File: src/rtl/texture_fetch_arbiter_if.sv
// Request/acknowledge, texture ROM and response signals shared between the
// sprite renderers, the texture ROM and the fetch arbiter.
interface texture_fetch_arbiter_if;
    logic        rex_req;
    logic [4:0]  rex_col;
    logic        rex_ack;
    logic        obs_req;
    logic [4:0]  obs_col;
    logic        obs_ack;
    logic [9:0]  rom_addr;
    logic [7:0]  rom_data;
    logic        rsp_valid;
    logic        rsp_owner;
    logic [23:0] rsp_data;
    logic        rsp_err;

    modport slave (
        input  rex_req, rex_col, obs_req, obs_col, rom_data,
        output rex_ack, obs_ack, rom_addr, rsp_valid, rsp_owner, rsp_data, rsp_err
    );

    modport master (
        output rex_req, rex_col, obs_req, obs_col, rom_data,
        input  rex_ack, obs_ack, rom_addr, rsp_valid, rsp_owner, rsp_data, rsp_err
    );
endinterface

File: src/rtl/texture_fetch_arbiter.sv
// Round-robin arbiter that shares one combinational texture ROM between the
// t-rex and obstacle renderers and assembles a vertical sprite column per request.
module texture_fetch_arbiter #(
    parameter int REX_BASE  = 0,
    parameter int REX_COLS  = 23,
    parameter int REX_PAGES = 3,
    parameter int OBS_BASE  = 69,
    parameter int OBS_COLS  = 22,
    parameter int OBS_PAGES = 2
) (
    input  logic                    clk,
    input  logic                    rst,
    texture_fetch_arbiter_if.slave  bus
);
    localparam logic [9:0] REX_BASE_W = 10'(REX_BASE);
    localparam logic [9:0] REX_COLS_W = 10'(REX_COLS);
    localparam logic [1:0] REX_LAST_W = 2'(REX_PAGES - 1);
    localparam logic [9:0] OBS_BASE_W = 10'(OBS_BASE);
    localparam logic [9:0] OBS_COLS_W = 10'(OBS_COLS);
    localparam logic [1:0] OBS_LAST_W = 2'(OBS_PAGES - 1);

    typedef enum logic [1:0] {
        IDLE  = 2'd0,
        FETCH = 2'd1,
        DONE  = 2'd2
    } state_t;

    state_t      state_r, state_s;
    logic        owner_r;
    logic [4:0]  col_r;
    logic [1:0]  page_r;
    logic [23:0] data_r;
    logic        ptr_r;          // 1: obstacle wins the next tie
    logic        rsp_owner_r;
    logic [23:0] rsp_data_r;
    logic        rsp_err_r;

    logic        grant_rex_s;
    logic        grant_obs_s;
    logic [4:0]  col_sel_s;
    logic        range_err_s;
    logic [9:0]  rom_addr_s;
    logic        rsp_valid_s;
    logic [1:0]  last_page_s;
    logic [23:0] data_next_s;

    // Page-major layout: each page is a full row of columns, truncated to 10 bits.
    function automatic logic [9:0] fetch_addr(input logic owner, input logic [1:0] page,
                                              input logic [4:0] col);
        logic [9:0] base_v;
        logic [9:0] cols_v;
        base_v = owner ? OBS_BASE_W : REX_BASE_W;
        cols_v = owner ? OBS_COLS_W : REX_COLS_W;
        return base_v + ({8'd0, page} * cols_v) + {5'd0, col};
    endfunction

    // Arbitration, next-state decode and byte-lane merge of the current ROM read.
    always_comb begin
        state_s     = state_r;
        grant_rex_s = 1'b0;
        grant_obs_s = 1'b0;
        col_sel_s   = bus.rex_col;
        range_err_s = 1'b0;
        rom_addr_s  = 10'd0;
        rsp_valid_s = 1'b0;
        last_page_s = owner_r ? OBS_LAST_W : REX_LAST_W;
        data_next_s = data_r;
        case (page_r)
            2'd0:    data_next_s[7:0]   = bus.rom_data;
            2'd1:    data_next_s[15:8]  = bus.rom_data;
            2'd2:    data_next_s[23:16] = bus.rom_data;
            default: data_next_s        = data_r;
        endcase
        case (state_r)
            IDLE: begin
                if (rst) begin
                    grant_rex_s = 1'b0;
                end else if (bus.rex_req && (!bus.obs_req || !ptr_r)) begin
                    grant_rex_s = 1'b1;
                end else if (bus.obs_req) begin
                    grant_obs_s = 1'b1;
                end else begin
                    grant_obs_s = 1'b0;
                end
                if (grant_obs_s) begin
                    col_sel_s = bus.obs_col;
                end else begin
                    col_sel_s = bus.rex_col;
                end
                range_err_s = ({5'd0, col_sel_s} >= (grant_obs_s ? OBS_COLS_W : REX_COLS_W));
                if (grant_rex_s || grant_obs_s) begin
                    state_s = range_err_s ? DONE : FETCH;
                end else begin
                    state_s = IDLE;
                end
            end
            FETCH: begin
                rom_addr_s = fetch_addr(owner_r, page_r, col_r);
                if (page_r == last_page_s) begin
                    state_s = DONE;
                end else begin
                    state_s = FETCH;
                end
            end
            DONE: begin
                rsp_valid_s = 1'b1;
                state_s     = IDLE;
            end
            default: state_s = IDLE;
        endcase
    end

    // Transaction context, page counter, assembly register and held response.
    always_ff @(posedge clk) begin
        if (rst) begin
            state_r     <= IDLE;
            owner_r     <= 1'b0;
            col_r       <= 5'd0;
            page_r      <= 2'd0;
            data_r      <= 24'd0;
            ptr_r       <= 1'b0;
            rsp_owner_r <= 1'b0;
            rsp_data_r  <= 24'd0;
            rsp_err_r   <= 1'b0;
        end else begin
            state_r <= state_s;
            if (grant_rex_s || grant_obs_s) begin
                owner_r <= grant_obs_s;
                col_r   <= col_sel_s;
                page_r  <= 2'd0;
                data_r  <= 24'd0;
                ptr_r   <= grant_rex_s;
                if (range_err_s) begin
                    rsp_owner_r <= grant_obs_s;
                    rsp_data_r  <= 24'd0;
                    rsp_err_r   <= 1'b1;
                end
            end else if (state_r == FETCH) begin
                data_r <= data_next_s;
                page_r <= page_r + 2'd1;
                if (page_r == last_page_s) begin
                    rsp_owner_r <= owner_r;
                    rsp_data_r  <= data_next_s;
                    rsp_err_r   <= 1'b0;
                end
            end
        end
    end

    assign bus.rex_ack   = grant_rex_s;
    assign bus.obs_ack   = grant_obs_s;
    assign bus.rom_addr  = rom_addr_s;
    assign bus.rsp_valid = rsp_valid_s;
    assign bus.rsp_owner = rsp_owner_r;
    assign bus.rsp_data  = rsp_data_r;
    assign bus.rsp_err   = rsp_err_r;
endmodule

File: src/flat_wrapper.sv
// flat-port wrapper written by rule: the top's interface ports become plain ports
module texture_fetch_arbiter_flat 
#(
    parameter int REX_BASE  = 0,
    parameter int REX_COLS  = 23,
    parameter int REX_PAGES = 3,
    parameter int OBS_BASE  = 69,
    parameter int OBS_COLS  = 22,
    parameter int OBS_PAGES = 2
)
  (clk, rst, bus_rex_req, bus_rex_col, bus_obs_req, bus_obs_col, bus_rom_data, bus_rex_ack, bus_obs_ack, bus_rom_addr, bus_rsp_valid, bus_rsp_owner, bus_rsp_data, bus_rsp_err);
  texture_fetch_arbiter_if bus_i ();
  input  logic clk;
  input  logic rst;
  input wire logic [$bits(bus_i.rex_req)-1:0] bus_rex_req;
  input wire logic [$bits(bus_i.rex_col)-1:0] bus_rex_col;
  input wire logic [$bits(bus_i.obs_req)-1:0] bus_obs_req;
  input wire logic [$bits(bus_i.obs_col)-1:0] bus_obs_col;
  input wire logic [$bits(bus_i.rom_data)-1:0] bus_rom_data;
  output wire logic [$bits(bus_i.rex_ack)-1:0] bus_rex_ack;
  output wire logic [$bits(bus_i.obs_ack)-1:0] bus_obs_ack;
  output wire logic [$bits(bus_i.rom_addr)-1:0] bus_rom_addr;
  output wire logic [$bits(bus_i.rsp_valid)-1:0] bus_rsp_valid;
  output wire logic [$bits(bus_i.rsp_owner)-1:0] bus_rsp_owner;
  output wire logic [$bits(bus_i.rsp_data)-1:0] bus_rsp_data;
  output wire logic [$bits(bus_i.rsp_err)-1:0] bus_rsp_err;
  assign bus_i.rex_req = bus_rex_req;
  assign bus_i.rex_col = bus_rex_col;
  assign bus_i.obs_req = bus_obs_req;
  assign bus_i.obs_col = bus_obs_col;
  assign bus_i.rom_data = bus_rom_data;
  assign bus_rex_ack = bus_i.rex_ack;
  assign bus_obs_ack = bus_i.obs_ack;
  assign bus_rom_addr = bus_i.rom_addr;
  assign bus_rsp_valid = bus_i.rsp_valid;
  assign bus_rsp_owner = bus_i.rsp_owner;
  assign bus_rsp_data = bus_i.rsp_data;
  assign bus_rsp_err = bus_i.rsp_err;
  texture_fetch_arbiter #(.REX_BASE(REX_BASE), .REX_COLS(REX_COLS), .REX_PAGES(REX_PAGES), .OBS_BASE(OBS_BASE), .OBS_COLS(OBS_COLS), .OBS_PAGES(OBS_PAGES)) u_core (.clk(clk), .rst(rst), .bus(bus_i));
endmodule
File: config.mk
export PLATFORM = sky130hd
export DESIGN_NAME = texture_fetch_arbiter_flat
export DESIGN_NICKNAME = d
export VERILOG_FILES = /design/src/rtl/texture_fetch_arbiter_if.sv /design/src/rtl/texture_fetch_arbiter.sv /design/src/flat_wrapper.sv
export SDC_FILE = /design/constraint.sdc
export NUM_CORES = 1
export LEC_CHECK = 0
export ABC_AREA = 1
export ABC_CLOCK_PERIOD_IN_PS = 5700
export CAP_MARGIN = 10
export CELL_PAD_IN_SITES_DETAIL_PLACEMENT = 1
export CELL_PAD_IN_SITES_GLOBAL_PLACEMENT = 2
export CORE_MARGIN = 2
export CORE_UTILIZATION = 39
export CTS_BUF_LIST = sky130_fd_sc_hd__clkbuf_2
export CTS_CLUSTER_DIAMETER = 40
export DETAILED_ROUTE_END_ITERATION = 8
export DONT_BUFFER_PORTS = 1
export GPL_TIMING_DRIVEN = 0
export PLACE_DENSITY = 0.85
export SETUP_SLACK_MARGIN = 0.02
export SYNTH_ARGS = -nofsm -noshare
export SYNTH_HDL_FRONTEND = slang
export SYNTH_SLANG_ARGS = --single-unit
File: constraint.sdc
create_clock -name clk -period 5.7 [get_ports clk]
set_input_delay 0.57 -clock clk [delete_from_list [all_inputs] [get_ports clk]]
set_output_delay 0.57 -clock clk [all_outputs]
set_load 0.02 [all_outputs]
; ---- Word level (Yosys, flattened, before mapping)
; Index checks and enable logic that the tools add are counted.
[totals]
reg_bits = 61
in_bits = 22
elab_cells = 70
[classes]
n_addsub = 3
multipliers = 1
n_lt_le_gt_ge = 1
eq_ne = 6
muxes = 38
n_reduce_logical = 12
[ops]
columns = op, count
row1 = 2-to-1 mux 24 bit, 4
row2 = 2-to-1 mux 8 bit, 3
row3 = 2-to-1 mux 1 bit, 21
row4 = 2-to-1 mux 5 bit, 3
row5 = adder 10 bit, 1
row6 = adder 10 x 5 -> 10 bit, 1
row7 = >= comparator 5 x 10 -> 1 bit, 1
row8 = multiplier 2 x 10 -> 10 bit, 1
row9 = 2-to-1 mux 10 bit, 1
row10 = 2-to-1 mux 2 bit, 4
row11 = 2-to-1 mux 7 bit, 1
row12 = == test 2 x 1 -> 1 bit (second input constant), 2
row13 = == test 2 bit (second input constant), 2
row14 = logical NOT 2 bit, 2
row15 = one-hot mux 2 bit (2 select lines), 1
row16 = nonzero test 2 bit, 2
row17 = logical OR 1 bit, 3
row18 = AND reduction 3 bit, 1
row19 = adder 2 x 1 -> 2 bit (second input constant), 1
row20 = == test 2 bit, 1
row21 = logical NOT 1 bit, 2
row22 = inequality test 2 x 1 -> 1 bit (second input constant), 1
row23 = OR reduction 2 bit, 1
row24 = logical AND 1 bit, 1

; ---- Depth between registers and ports, before layout
; Gate-level depths: netlist (run 1).
[depth]
depth_word = 12
ltp_mapped = 15
mapped_depth_nobuf = 15

; ---- Worst setup path before layout (run 1)
; Ideal clock, no wire load.
[synth_path]
path_type = flip-flop to output port
startpoint = register u_core.page_r[0]
endpoint = output port bus_rom_addr[7]
arrival_time_ps = 2770
setup_slack_ps = 2360
stages_incl_launch_ff = 12
path_cell_list = dfxtp_1 inv_1 fa_1 inv_1 fa_1 inv_1 fa_1 nor2_1 a211oi_1 nor2_1 o21ai_0 a21oi_1
[synth_between]
elab_chain_len = 4
[synth_rtl]
columns = element, line_no
row1 = from (decl), texture_fetch_arbiter.sv:31  ; logic [1:0] page_r;
row2 = from (signal assigned), texture_fetch_arbiter.sv:140  ; page_r <= page_r + 2'd1;
row3 = multiplier 2 x 10 -> 10 bit, texture_fetch_arbiter.sv:54  ; return base_v + ({8'd0, page} * cols_v) + {5'd0, col};
row4 = adder 10 bit, texture_fetch_arbiter.sv:54
row5 = adder 10 x 5 -> 10 bit, texture_fetch_arbiter.sv:54
row6 = 2-to-1 mux 10 bit, texture_fetch_arbiter.sv:74  ; case (state_r)
row7 = to (decl), flat_wrapper.sv:22  ; output wire logic [$bits(bus_i.rom_addr)-1:0] bus_rom_addr;
; Every way passes these cells.

; ---- Final worst setup path (run 1)
; Same ends and word-level chain as after synthesis.

==> results of run 1 <==
logic make-up (layout without fill, tap and decap cells):
group | count (synthesis) | after routing | share of synthesized area (%)
DFF | 61 | 61 | 36.0
other | 1 | 2 | 0.110
AOI/OAI and AO/OA | 100 | 100 | 15.4
adders and majority gates | 24 | 24 | 9.73
xor gates and xnor gates | 1 | 1 | 0.258
muxes | 1 | 1 | 0.295
buffers and inverters | 71 | 87 | 8.84
and+or+nand+nor | 226 | 226 | 29.4
worst reg2reg max path: stages, from the launching register on:
cell,delay (ns)
dfxtp_1,0.37
nand2_1,0.06
nand2_1,0.21
nand2_8,0.12
or2_2,0.31
o21ai_0,0.09
ha_1,0.14
inv_1,0.03
nand2_1,0.04
nand3_1,0.08
nand2_2,0.10
nand3_4,0.14
buf_2,0.22
a21oi_1,0.23
nor2_1,0.08
area by class of cell:
class | instances | share of cell area (%)
buffer | 27 | 3.71
clock buffer | 11 | 1.51
clock inverter | 5 | 1.41
inverter | 44 | 4.54
multi-input combinational | 354 | 51.6
sequential | 61 | 33.5
tap | 108 | 3.71
cells in the final DEF (no fill, tap or decap), types with 3 or more instances in the layout:
| master | netlist | routed |
|---|---|---|
| fa_1 | 4 | 4 |
| nand2_1 | 80 | 80 |
| buf_2 | 6 | 6 |
| ha_1 | 20 | 20 |
| o22ai_1 | 3 | 3 |
| buf_4 | 3 | 3 |
| a21oi_1 | 58 | 58 |
| nor2_1 | 110 | 110 |
| nand3_1 | 7 | 7 |
| nand3b_1 | 20 | 20 |
| nand2_2 | 4 | 4 |
| clkbuf_1 | 15 | 15 |
| clkbuf_2 | 0 | 11 |
| dfxtp_1 | 61 | 61 |
| inv_1 | 41 | 41 |
| o21ai_0 | 34 | 34 |
| inv_2 | 3 | 3 |
worst paths after layout:
path / startpoint / to / slack (ns)
max: u_core.page_r[0] / bus_rom_addr[7] / 1.60
max reg2reg: u_core.ptr_r / u_core.bus.rsp_data[8] / 3.39
min: rst / u_core.col_r[1] / 0.11
min reg2reg: u_core.ptr_r / u_core.ptr_r / 0.51
power by group:
| part | switching (µW) | internal, µW | total (µW) |
|---|---|---|---|
| combinational | 144 | 71.3 | 216 |
| sequential | 36.6 | 455 | 492 |
| clock | 161 | 102 | 263 |
| total | 342 | 628 | 970 |
per-layer routing:
metal	wire length [µm]	vias up	part of all wire, %	global-route usage (%)
met2	3800	49	42	29.7
met4	84	0	0.92	5.13
met3	352	6	3.9	4.53
met1	4850	1390	53	28.4
li1	-	1573	-	-
met5	0	-	0	0
sequential cells by signal, summed over array words and instances (netlist names):
signal,cells
u_core.bus.rsp_data,24
u_core.data_r,24
u_core.col_r,5
u_core.page_r,2
u_core.state_r,2
u_core.bus.rsp_err,1
u_core.bus.rsp_owner,1
u_core.owner_r,1
u_core.ptr_r,1
per-stage QoR:
stage          instance area (µm²)  util, %  worst slack (ns)  total power, µW
3_5_place_dp                  3530     41.1              2.11              719
3_3_place_gp                  3530     41.1              2.17              711
6_report                      3640     42.4              1.60              970
5_1_grt                       3640     42.4              1.28             1040
2_1_floorplan                 3400        -              2.36              664
4_1_cts                       3640     42.4              1.54              985
==> results.cfg, run 1 <==
[synth]
synthTopCellsByArea = dfxtp_1 36%, nor2_1 12%, nand2_1 8.8%
synth.yosys.seq_area_share_pct = 36.0
synthArstFlopShare_pct = 0
synth_cells = 485
yosysMostFrequentCell = nor2_1
synth_ff_type = dfxtp_1
synth_top_area_share_pct = 36.0
netlist-cell-type-count = 31
ys_seq_elements = 61
synth_area_um2 = 3400
synth_edf_count = 0
synth_top_cell_by_area = dfxtp_1
yosysWarnings = 0
synth.top_cells.by_count = 110 x nor2_1, 80 x nand2_1, 61 x dfxtp_1
avgSynthCellArea_um2 = 7.00

[clocking]
clk_latency_ns = 0.49
cts_max_path_buffers = 2
cts_resized = 0
clk_pin_slew_worst_paths_ns = 0.18
cts_max_level = 3
cts_buffers = 9
cts_root_buffer = clkbuf_2
postCtsSetupRepairBufs = 0
tritoncts = built
cts_sinks = 61
cts_hold_buffers = 0

[cells_and_area]
antennaDiodeCount = 0
layout-drive-gt1-share_pct = 7.97
area_growth_pct = 7.22
instances_no_fill = 610
fillers = 1127
multi_input_area_um2 = 1880
nNetsFinal = 543
seq_area_um2 = 1220

[status]
status = finished, final reports clean

[grt]
grt_pass1_vias = 2968
grt_antenna_before_repair = 0
grt_max_degree = 11
gr-total-overflow = 0
track_usage_pct = 19.7
grt_first_pass_wirelength_um = 14900

[pwr]
p_leak_uw = 0.00164
power_per_cell_area_nw_per_um2 = 266
vdd_drop_max_uv = 101

[drt]
drtIter0Drc = 77
vias_per_cell = 4.95
drt-total-wl_um = 9090
wire_per_inst_um = 14.9
antenna_left = 0
drc = 0
drt-pass1-iter-count = 6
vias = 3018

[timing]
worst_clock_skew_ns = 0.0248
tightest_slew_ns = 0.560
period_share_pct = 71.9
slew-limit-headroom_pct = 62.7
maxSlewViolCount = 0
hold_slack_ns = 0.113
final.setup.tns_ns = 0
hold_viol = 0
max_freq_mhz = 244
period_minus_slack_ns = 4.10
rsz0062_at_grt = no
setup_violations = 0

[worst_hold_path]
hold_class = input pin to register
whs_path_depth = 1

[setup_path]
path_buf_inv = 3
path_cells = inv_1 > fa_1 > inv_1 > fa_1 > inv_1 > fa_1 > nor2_1 > a211oi_1 > nor2_1 > o21ai_0 > a21oi_1
crit_fanout = 5
worstSetupEndpointType = primary output
arrival_ns = 3.53
cp.depth = 11
critPathLaunchType = register
cp_data_required_time_ns = 5.13
critPathKind = register to primary output
max_stage_delay_ns = 0.56
cpLargestDelayFamily = adder cells
r2r_cells = 14
critPathSlowestCell = fa_1

[die]
die_w_um = 97.3
io_pins = 61
rows = 34
initial_core_util_pct = 39.5
core_area_um2 = 8590
dieArea_um2 = 9470
die_height_um = 97.3

[placed_design]
place.gp.congestion = 0.815
dp_hpwl_um = 6970
dpl.cell_count = 594
io_buffer_count = 0

[flow_run]
drv_cap = 0
Power figures use the tool's default switching activity.
==> run 2: changes to the inputs <==
ABC_AREA = 0   (was 1)
ABC_CLOCK_PERIOD_IN_PS = 3600   (was 5700)
CORE_UTILIZATION = 36   (was 39)
PLACE_DENSITY = 0.75   (was 0.85)
clock period = 3.6 ns   (was 5.7 ns; I/O delays follow)
==> run 2 against run 1 <==
Against the previous run: setup slack worse by 1.5 ns; total power is 51% higher; area after synthesis down 8.8%; wire length down 7.9%; first-iteration DRC count rose by 53%; sequential power up 44%; sequential share of layout area is 0.18 points higher; core utilization increased by 1.9 points; cell count is 23% lower; largest cell class unchanged; largest power group unchanged.
==> results.cfg, run 2 <==
[synth]
yosysWarnings = 0
synth_cells = 332
synth_edf_count = 0
synth_ff_type = dfxtp_1
synth_top_area_share_pct = 39.4
synth.yosys.seq_area_share_pct = 39.4
synth_top_cell_by_area = dfxtp_1
avgSynthCellArea_um2 = 9.33
synthArstFlopShare_pct = 0
netlist-cell-type-count = 45
synthTopCellsByArea = dfxtp_1 39%, mux2i_1 9.4%, ha_1 8.1%
yosysMostFrequentCell = dfxtp_1
synth_area_um2 = 3100
ys_seq_elements = 61
synth.top_cells.by_count = 61 x dfxtp_1, 35 x nand2_1, 29 x a21oi_1, 29 x mux2i_1, 28 x nand3_1

[drt]
drt-met1-wl_um = 4090
drt-total-wl_um = 8370
drt-pass1-iter-count = 4
met3_length_um = 461
vias = 2479
drc = 0
drtIter0Drc = 118
vias_per_cell = 5.26
antenna_left = 0
wl_met2_um = 3710
wire_per_inst_um = 17.8
top_layer_used = met4

[cells_and_area]
fillers = 966
seq_area_um2 = 1230
layout-drive-gt1-share_pct = 16.1
multi_input_area_um2 = 1790
nNetsFinal = 407
final_common_cell = dfxtp_1
area_growth_pct = 18.0
antennaDiodeCount = 0
utilization_pct = 44.3
final_cell_mix = 58 x dfxtp_1, 35 x nand2_1, 29 x mux2i_1

[die]
die_w_um = 96.7
core_area_um2 = 8260
io_pins = 61
initial_core_util_pct = 37.5
die_height_um = 96.7
rows = 33
dieArea_um2 = 9360

[setup_path]
path_cells = inv_4 > fa_1 > inv_1 > fa_1 > inv_2 > fa_2 > nor2b_2 > o21ai_1 > nand2b_1 > xnor2_1 > nor2_2
critPathLaunchType = register
reg2reg_slack_ns = 0.90
critPathSlowestCell = fa_1
worst_r2r_endpoint = u_core.bus.rsp_data[2]
worstSetupEndpointType = primary output
cpLargestDelayFamily = adder cells
path_buf_inv = 3
arrival_ns = 3.14
path_common_cell = fa_1
r2r_cells = 11
critPathKind = register to primary output
reg2reg_from = u_core.ptr_r
crit_fanout = 4
cp_data_required_time_ns = 3.24
max_stage_delay_ns = 0.52
cp.depth = 11

[timing]
period_minus_slack_ns = 3.50
tightest_slew_ns = 0.627
slew-limit-headroom_pct = 57.8
worst_clock_skew_ns = 0.0351
period_share_pct = 97.2
setup_violations = 0
max_freq_mhz = 286
hold_slack_ns = 0.0339
hold_viol = 0
rsz0062_at_grt = yes
maxSlewViolCount = 0
fin_ws_ns = 0.100

[worst_hold_path]
hold_class = input pin to register
whs_path_depth = 2
hp-start = bus_rom_data[1]
hold-path-endpoint = u_core.bus.rsp_data[9]

[pwr]
combPwrFrac_pct = 15.8
p_leak_uw = 0.00136
seq_power_share_pct = 48.3
power.internal_uw = 1010
power_per_cell_area_nw_per_um2 = 401
clock_power_share_pct = 35.9
switchingPower_uw = 451
p_sw_share_pct = 30.8
vdd_drop_max_uv = 190

[clocking]
cts_max_level = 3
clk_pin_slew_worst_paths_ns = 0.20
clk_latency_ns = 0.53
cts_buffers = 9
tritoncts = built
cts_root_buffer = clkbuf_2
cts_max_path_buffers = 2
cts_sinks = 61

[grt]
grt_first_pass_wirelength_um = 14000
grt_antenna_before_repair = 0
grt_pass1_vias = 2648
track_usage_pct = 18.7
grt_max_degree = 13
gr-total-overflow = 0

[placed_design]
pre_cts_slack_ns = -0.142
io_buffer_count = 0
dp_hpwl_um = 5620
place.gp.congestion = 0.796

[flow_run]
drv_cap = 0

[status]
status = finished, final reports clean
run 2: changes by cell type after synthesis, sizes merged, moves of 19 or more:
cell	delta
nor2	-104
nand2	-50
a21oi	-28
mux2i	+28
o21ai	-28
inv	-26
o2bb2ai	+24
nand3	+20
nand3b	-19
run 2: timing repair:
| item | CTS | global route |
|---|---|---|
| hold endpoints to repair | 36 | 3 |
| pin swaps | 3 | 15 |
| setup endpoints to repair | 5 | 6 |
| hold buffers | 10 | 3 |
| setup buffers | 3 | 1 |
| resized for setup | 18 | 20 |
run 2: final cells by class:
cell class,instances,area share (%)
buffer,22,3.36
clock buffer,9,1.23
clock inverter,7,2.64
inverter,18,2.12
multi-input combinational,232,49.0
sequential,61,33.7
tap,105,3.59
timing repair buffer,17,4.38
run 2: power by group through the flow:
stage	logic (µW)	clock network [µW]	registers (µW)
2_1_floorplan	154	0	718
3_3_place_gp	192	0	722
3_5_place_dp	195	0	723
4_1_cts	222	535	706
5_1_grt	264	576	710
6_report	231	526	707
run 2: layer usage:
metal	vias up	track usage, %
met2	52	28.3
met4	0	4.88
met3	9	6.00
met1	1193	25.8
li1	1225	-
met5	-	0
run 2: cell families (layout without fill, tap and decap cells):
family	after synthesis	in the layout	synth area share, %
fa+ha+maj	24	24	10.7
compound gates	76	76	17.8
simple gates	98	98	15.4
flops	61	61	39.4
xor+xnor	2	2	0.566
buf+inv	40	73	6.14
other cells	1	2	0.121
mux	30	30	9.86
run 2: how the worst max path moves through the flow:
stage	startpoint	end
floorplan	u_core.page_r[0]	bus_rom_addr[6]
global route	u_core.owner_r	bus_rom_addr[5]
detailed placement	u_core.page_r[0]	bus_rom_addr[6]
global placement	u_core.page_r[0]	bus_rom_addr[6]
CTS	u_core.page_r[0]	bus_rom_addr[7]
finish	u_core.page_r[1]	bus_rom_addr[5]
run 2: metrics by stage:
| stage | instances | setup TNS, ns | instance area [µm²] | power (µW) |
|---|---|---|---|---|
| 2_1_floorplan | 333 | 0 | 3100 | 872 |
| 3_3_place_gp | 438 | -0.151 | 3230 | 915 |
| 3_5_place_dp | 438 | -0.163 | 3230 | 918 |
| 4_1_cts | 467 | 0 | 3540 | 1460 |
| 5_1_grt | 471 | -0.198 | 3650 | 1550 |
| 6_report | 471 | 0 | 3650 | 1460 |
==> run 3: changes to the inputs <==
ABC_AREA = 1   (was 0)
CORE_UTILIZATION = 33   (was 36)
PLACE_DENSITY = 0.76   (was 0.75)
==> run 3 against run 2 <==
Against the previous run: total power increased by 11%; global-route usage decreased by 0.50 points; critical path depth increased by 3; first-iteration DRC count increased by 6.8%; non-clock buffer count decreased by 5; register-to-register slack improved by 0.43 ns; flip-flop and latch count unchanged; maximum frequency decreased by 0.37%; hold slack improved by 0.050 ns; via count increased by 25%; critical endpoint is now bus_rom_addr[7].
==> results.cfg, run 3 (synthesis gave the netlist of run 1 again) <==
[cells_and_area]
utilization_pct = 37.8
area_growth_pct = 12.8
final_cell_mix = 108 x nor2_1, 80 x nand2_1, 58 x dfxtp_1
layout-drive-gt1-share_pct = 12.4
antennaDiodeCount = 0
seq_area_um2 = 1230
fillers = 1287
nNetsFinal = 550
final_common_cell = nor2_1
multi_input_area_um2 = 1930

[drt]
vias = 3093
drc = 0
wire_per_inst_um = 14.8
drt-total-wl_um = 9570
antenna_left = 0
drtIter0Drc = 126
drt-pass1-iter-count = 4
vias_per_cell = 4.80

[flow_run]
drv_cap = 0

[worst_hold_path]
hold_class = input pin to register

[placed_design]
io_buffer_count = 0
dp_hpwl_um = 7270
place.gp.congestion = 0.791

[setup_path]
cp_data_required_time_ns = 3.24
path_buf_inv = 4
critPathKind = register to primary output
crit_fanout = 3
worstSetupEndpointType = primary output
max_stage_delay_ns = 0.47
critPathLaunchType = register
arrival_ns = 3.15
path_cells = inv_4 > ha_4 > inv_1 > fa_1 > inv_1 > ha_1 > ha_4 > inv_2 > fa_2 > nor2_2 > a211oi_2 > nor2_1 > o21ai_1 > a21oi_2
cpLargestDelayFamily = adder cells
critPathSlowestCell = fa_1

[timing]
hold_viol = 0
setup_violations = 0
slew-limit-headroom_pct = 56.8
period_minus_slack_ns = 3.51
max_freq_mhz = 285
rsz0062_at_grt = yes
maxSlewViolCount = 0
period_share_pct = 97.6
tightest_slew_ns = 0.647
worst_clock_skew_ns = 0.0301

[grt]
track_usage_pct = 18.2
grt_max_degree = 11
grt_antenna_before_repair = 0
gr-total-overflow = 0
grt_first_pass_wirelength_um = 15900
grt_pass1_vias = 3158

[clocking]
clk_latency_ns = 0.50
cts_root_buffer = clkbuf_2
clk_pin_slew_worst_paths_ns = 0.16
tritoncts = built
cts_max_path_buffers = 2
cts_max_level = 3
cts_buffers = 9
cts_sinks = 61

[die]
die_w_um = 105
rows = 37
io_pins = 61
die_height_um = 105
initial_core_util_pct = 33.5
dieArea_um2 = 11100
core_area_um2 = 10100

[pwr]
p_leak_uw = 0.00169
power_per_cell_area_nw_per_um2 = 423
vdd_drop_max_uv = 144
fin_total_pwr_uw = 1620

[status]
status = finished, final reports clean
## run 3: changes by cell type in the layout (fill, tap and decap cells not counted), sizes merged, moves of 11 or more
cell	before	now
nor2	8	112
nand2	35	85
a21oi	30	58
mux2i	29	1
o21ai	8	36
inv	20	44
o2bb2ai	24	0
nand3	28	8
nand3b	1	20
dlygate4sd3	13	2
## run 3: what timing repair did
item / in CTS / in global routing
endpoints found under the hold margin: 5 / 0
hold buffers: 2 / 0
buffers inserted: 3 / 2
endpoints found under the setup margin: 5 / 4
pin swaps: 7 / 16
gates resized for setup: 16 / 12
## run 3: layer usage
metal,vias up,global-route usage [%],share of wire (%),wire length [µm]
li1,1582,-,-,-
met1,1449,24.6,50,4790
met2,50,28.8,44,4250
met3,12,4.64,4.2,401
met4,0,4.86,1.3,125
met5,-,0,0,0
## run 3: layout make-up
| type | count | area share (%) |
|---|---|---|
| tap | 136 | 4.44 |
| multi-input combinational | 354 | 50.5 |
| inverter | 44 | 4.51 |
| clock inverter | 6 | 2.03 |
| timing repair buffer | 7 | 1.50 |
| sequential | 61 | 32.2 |
| clock buffer | 10 | 1.31 |
| buffer | 27 | 3.53 |
## run 3: where the power goes
group | leakage [µW] | internal, µW | switching [µW]
registers | 0.000498 | 719 | 56.5
clock network | 0.0000808 | 226 | 258
logic | 0.00111 | 121 | 238
## run 3: worst paths after layout
kind	from	end	slack, ns	depth (start not counted)
worst max-delay path	u_core.owner_r	bus_rom_addr[7]	0.09	14
worst max register to register	u_core.ptr_r	u_core.bus.rsp_data[3]	1.33	14
worst min-delay path	bus_rex_col[2]	u_core.col_r[2]	0.08	2
worst min register to register	u_core.ptr_r	u_core.ptr_r	0.50	2
## run 3: through the flow
stage / instances / hold slack (ns) / setup TNS (ns) / setup WS (ns) / area (µm²)
6_report: 645 / 0.0843 / 0 / 0.0872 / 3830
4_1_cts: 643 / 0.0433 / 0 / 0.00806 / 3770
2_1_floorplan: 486 / 0.426 / 0 / 0.470 / 3400
3_3_place_gp: 622 / 0.429 / 0 / 0.255 / 3570
5_1_grt: 645 / 0.0437 / -0.313 / -0.152 / 3830
3_5_place_dp: 622 / 0.430 / 0 / 0.213 / 3570
